==> src/rtl/cic_pkg.sv <==
// Shared constants and helpers for the CIC comb/decimator section.
package cic_pkg;

  localparam int unsigned CIC_IN_W_DEF  = 24;
  localparam int unsigned CIC_OUT_W_DEF = 12;

  localparam int unsigned CIC_N_DEF = 3;
  localparam int unsigned CIC_N_MIN = 1;
  localparam int unsigned CIC_N_MAX = 6;

  localparam int unsigned CIC_R_DEF = 8;
  localparam int unsigned CIC_R_MIN = 2;
  localparam int unsigned CIC_R_MAX = 256;

  localparam int unsigned CIC_M_DEF = 1;
  localparam int unsigned CIC_M_MIN = 1;
  localparam int unsigned CIC_M_MAX = 2;

  // Register growth of an N-stage CIC: N * ceil(log2(R*M)).
  function automatic int unsigned cic_growth(input int unsigned n,
                                             input int unsigned r,
                                             input int unsigned m);
    return n * $clog2(r * m);
  endfunction

endpackage

==> src/rtl/cic_comb_stage.sv <==
// One comb stage: M-deep delay line, modular subtractor and valid flop,
// advancing only on decimated-sample strobes.
module cic_comb_stage #(
  parameter int unsigned W = 24,
  parameter int unsigned M = 1
) (
  input  logic         clk,
  input  logic         rst,
  input  logic         clr_i,
  input  logic [W-1:0] in_data_i,
  input  logic         in_valid_i,
  output logic [W-1:0] out_data_o,
  output logic         out_valid_o
);

  logic [M-1:0][W-1:0] dly_q, dly_d;
  logic [W-1:0]        out_q, out_d;
  logic                vld_q, vld_d;

  always_comb begin
    dly_d = dly_q;
    out_d = out_q;
    vld_d = 1'b0;
    if (clr_i) begin
      dly_d = '0;
    end else if (in_valid_i) begin
      vld_d    = 1'b1;
      out_d    = in_data_i - dly_q[M-1];
      dly_d[0] = in_data_i;
      for (int k = 1; k < M; k++) dly_d[k] = dly_q[k-1];
    end
  end

  always_ff @(posedge clk or posedge rst) begin
    if (rst) begin
      dly_q <= '0;
      out_q <= '0;
      vld_q <= 1'b0;
    end else begin
      dly_q <= dly_d;
      out_q <= out_d;
      vld_q <= vld_d;
    end
  end

  assign out_data_o  = out_q;
  assign out_valid_o = vld_q;

endmodule

==> src/rtl/cic_comb_decimator.sv <==
// CIC back end: decimates the integrator output by R, then runs N_STAGES
// comb stages and truncates the result to OUT_W bits.
module cic_comb_decimator
  import cic_pkg::*;
#(
  parameter int unsigned IN_W     = CIC_IN_W_DEF,
  parameter int unsigned OUT_W    = CIC_OUT_W_DEF,
  parameter int unsigned N_STAGES = CIC_N_DEF,
  parameter int unsigned R        = CIC_R_DEF,
  parameter int unsigned M        = CIC_M_DEF,
  parameter int unsigned SHIFT    = IN_W - OUT_W
) (
  input  logic             clk,
  input  logic             rst,
  input  logic [IN_W-1:0]  x,
  input  logic             x_valid,
  input  logic             phase_clr,
  output logic [OUT_W-1:0] y,
  output logic             y_valid
);

  localparam int unsigned     PH_W    = $clog2(R);
  localparam logic [PH_W-1:0] PH_LAST = PH_W'(R - 1);

  if ((IN_W < OUT_W + SHIFT) ||
      (N_STAGES < CIC_N_MIN) || (N_STAGES > CIC_N_MAX) ||
      (R < CIC_R_MIN) || (R > CIC_R_MAX) ||
      (M < CIC_M_MIN) || (M > CIC_M_MAX)) begin : g_param_err
    $error("cic_comb_decimator: illegal parameter combination");
  end

  logic [PH_W-1:0] phase_q, phase_d;
  logic [IN_W-1:0] d0_q, d0_d;
  logic            v0_q, v0_d;

  // Phase counter and decimation register; a clear drops any same-cycle sample.
  always_comb begin
    phase_d = phase_q;
    d0_d    = d0_q;
    v0_d    = 1'b0;
    if (phase_clr) begin
      phase_d = '0;
    end else if (x_valid) begin
      if (phase_q == PH_LAST) begin
        phase_d = '0;
        d0_d    = x;
        v0_d    = 1'b1;
      end else begin
        phase_d = phase_q + PH_W'(1);
      end
    end
  end

  always_ff @(posedge clk or posedge rst) begin
    if (rst) begin
      phase_q <= '0;
      d0_q    <= '0;
      v0_q    <= 1'b0;
    end else begin
      phase_q <= phase_d;
      d0_q    <= d0_d;
      v0_q    <= v0_d;
    end
  end

  logic [N_STAGES:0][IN_W-1:0] s_data;
  logic [N_STAGES:0]           s_valid;

  assign s_data[0]  = d0_q;
  assign s_valid[0] = v0_q;

  for (genvar i = 0; i < N_STAGES; i++) begin : g_stage
    cic_comb_stage #(
      .W (IN_W),
      .M (M)
    ) u_stage (
      .clk         (clk),
      .rst         (rst),
      .clr_i       (phase_clr),
      .in_data_i   (s_data[i]),
      .in_valid_i  (s_valid[i]),
      .out_data_o  (s_data[i+1]),
      .out_valid_o (s_valid[i+1])
    );
  end

  // Final stage registers already hold between strobes, so y is a plain slice.
  assign y       = s_data[N_STAGES][SHIFT +: OUT_W];
  assign y_valid = s_valid[N_STAGES];

  logic unused_tail;
  assign unused_tail = ^s_data[N_STAGES];

endmodule

==> config.mk <==
export PLATFORM = sky130hd
export DESIGN_NAME = cic_comb_decimator
export DESIGN_NICKNAME = d
export VERILOG_FILES = /design/src/rtl/cic_pkg.sv /design/src/rtl/cic_comb_stage.sv /design/src/rtl/cic_comb_decimator.sv
export SDC_FILE = /design/constraint.sdc
export NUM_CORES = 1
export LEC_CHECK = 0
export ABC_CLOCK_PERIOD_IN_PS = 5330
export CORE_MARGIN = 10
export CORE_UTILIZATION = 35
export DETAILED_ROUTE_END_ITERATION = 8
export GPL_ROUTABILITY_DRIVEN = 0
export GPL_TIMING_DRIVEN = 0
export PLACE_DENSITY_LB_ADDON = 0.15
export SLEW_MARGIN = 20
export SYNTH_ARGS = -nofsm -noshare
export SYNTH_HDL_FRONTEND = slang
export SYNTH_HIERARCHICAL = 1
export SYNTH_SLANG_ARGS = --single-unit
==> constraint.sdc <==
create_clock -name clk -period 5.33 [get_ports clk]
set_input_delay 1.066 -clock clk [delete_from_list [all_inputs] [get_ports clk]]
set_output_delay 1.066 -clock clk [all_outputs]
set_load 0.02 [all_outputs]
==> impl_metrics.yaml <==
placement:
  pre_cts_slack_ns: 1.58
  dp_hpwl_um: 16900
  numPortBuffers: 40
die:
  start_util_pct: 35.5
  die_x_um: 191
  ios: 41
  dieArea_mm2: 0.0363
  fp.dieH_um: 191
  core_mm2: 0.0287
  rows: 62
cts:
  numCtsBuffers: 17
  cts_setup_buffers: 0
  cts-hold-fix-buffers: 0
  cts_tree: "done"
  cts_max_path_buffers: 2
  clk_pin_slew_ns: 0.07
  cts_sinks: 163
  h-tree-depth: 4
  clockRootBuffer: "clkbuf_16"
  cts_resized: 0
  clk-insertion-delay-late_ns: 0.43
timing:
  slew_viol_final: 0
  layout_min_cycle_time_ns: 3.19
  post-route-period-util_pct: 59.8
  fin_ws_ns: 2.14
  relSlewSlack_pct: 58.5
  finalSetupViolations: 0
  tns_ns: 0
  worstMarginPinSlew_ns: 0.622
  rsz0062_at_grt: "no"
  hold_viol: 0
  fin_skew_ns: 0.0163
  max_freq_mhz: 314
routing:
  vias: 7360
  postRouteAntennaNets: 0
  drc_errors: 0
  drt_first_pass_iters: 6
  wl_um: 21100
  viasPerCell: 4.80
  wire_per_inst_um: 13.8
  drt_iter0_drc: 321
worst_hold_path:
  min_from: "g_stage[2].u_stage/out_data_o[20]"
  whs_path_depth: 2
  holdPathEnd: "g_stage[2].u_stage/out_data_o[20]"
  worst_hold_path_type: "register to register"
worst_setup_path:
  reg2reg_slack_ns: 2.79
  r2r-start: "d0_q[0]"
  crit_required_ns: 5.62
  worstSetupPathType: "input port to register"
  r2r_cells: 10
  start_kind: "input port"
  end_kind: "register"
  reg2reg_to: "g_stage[0].u_stage/out_data_o[16]"
  arrival_ns: 3.48
  worstPathMaxFanout: 10
run:
  max-cap-violations: 0
synth:
  syn_avg_cell_area_um2: 9.48
  syn_nets: 1176
  syn_area_mm2: 0.0102
  synth_warnings: 6
  synthCells: 1074
final_layout:
  nNetsFinal: 1238
  syn_to_final_growth_pct: 14.8
  num_antenna_cells: 0
  drive_gt1_share_pct: 10.4
  filler_cell_count: 2971
grt:
  grt-ovfl-total: 0
  antenna_found_initial: 0
  grtUsageTotal_pct: 12.3
  grt_start_max_net_pins: 34
  grt_pass1_vias: 7557
  grt_pass1_wl_um: 37200
pwr:
  power_density_mw_per_mm2: 214
  p_leak_nw: 5.26
  max-vdd-ir-drop_uv: 205
status:
  status: "complete, no violations"
worst max path at each step:
| stage | from | endpoint | depth (start not counted) |
|---|---|---|---|
| final | phase_clr | g_stage[0].u_stage/out_data_o[1] | 6 |
| after global routing | phase_clr | g_stage[1].u_stage/out_data_o[21] | 7 |
| after CTS | phase_clr | g_stage[0].u_stage/out_data_o[1] | 6 |
| after detailed placement | phase_clr | g_stage[0].u_stage/out_data_o[1] | 6 |
| after global placement | phase_clr | g_stage[0].u_stage/out_data_o[21] | 7 |
| after floorplan | phase_clr | g_stage[0].u_stage/out_data_o[0] | 5 |
stage by stage:
step / cells / instance area, µm² / utilization [%] / total power [mW] / hold slack [ns]
5_1_grt: 1533 / 11700 / 40.7 / 2.62 / 0.509
2_1_floorplan: 1074 / 10200 / - / 1.31 / 0.471
3_3_place_gp: 1498 / 11100 / 38.5 / 1.35 / 0.462
3_5_place_dp: 1501 / 11100 / 38.8 / 1.36 / 0.472
4_1_cts: 1533 / 11700 / 40.7 / 2.56 / 0.486
6_report: 1533 / 11700 / 40.7 / 2.50 / 0.475
where the power goes:
group	total (mW)	internal (mW)	switching [mW]
Clock	1.17	0.640	0.535
Sequential	1.24	1.24	0.00143
Combinational	0.0899	0.0372	0.0526
metal layers:
layer	wire length, µm	global-route usage, %
met1	10100	15.2
met2	10100	20.9
met3	553	2.34
met4	401	4.15
met5	0	0
state kept, by name, indices dropped and copies added, names as in the netlist:
name and cells:
g_stage.u_stage/dly_q 72, v0_q 1, g_stage.u_stage/out_valid_o 3, g_stage.u_stage/out_data_o 60
d0_q 24, phase_q 3
layout by cell type (no fill, tap or decap), types with 26 or more instances in the layout:
cell	count
nor2_1	106
a21oi_1	65
clkdlybuf4s50_1	40
xnor2_1	30
ha_1	71
mux2i_1	74
o21ai_1	26
nand2_1	100
o21ai_0	60
dfrtp_1	163
inv_1	91
clkbuf_1	31
layout make-up:
cell class / instances / area [µm²] / share of cell area (%)
multi-input combinational: 764 / 5510 / 47.2
clock inverter: 12 / 111 / 0.952
sequential: 163 / 4080 / 34.9
tap: 384 / 480 / 4.11
inverter: 95 / 357 / 3.05
timing repair buffer: 43 / 460 / 3.94
clock buffer: 20 / 457 / 3.91
buffer: 52 / 234 / 2.00
critical path: stages:
cell and delay [ns]:
clkdlybuf4s50_1 0.67, clkbuf_1 0.36, nand2b_1 0.30, clkbuf_1 0.47
clkbuf_1 0.46, o21ai_0 0.15
Power figures use the tool's default switching activity.
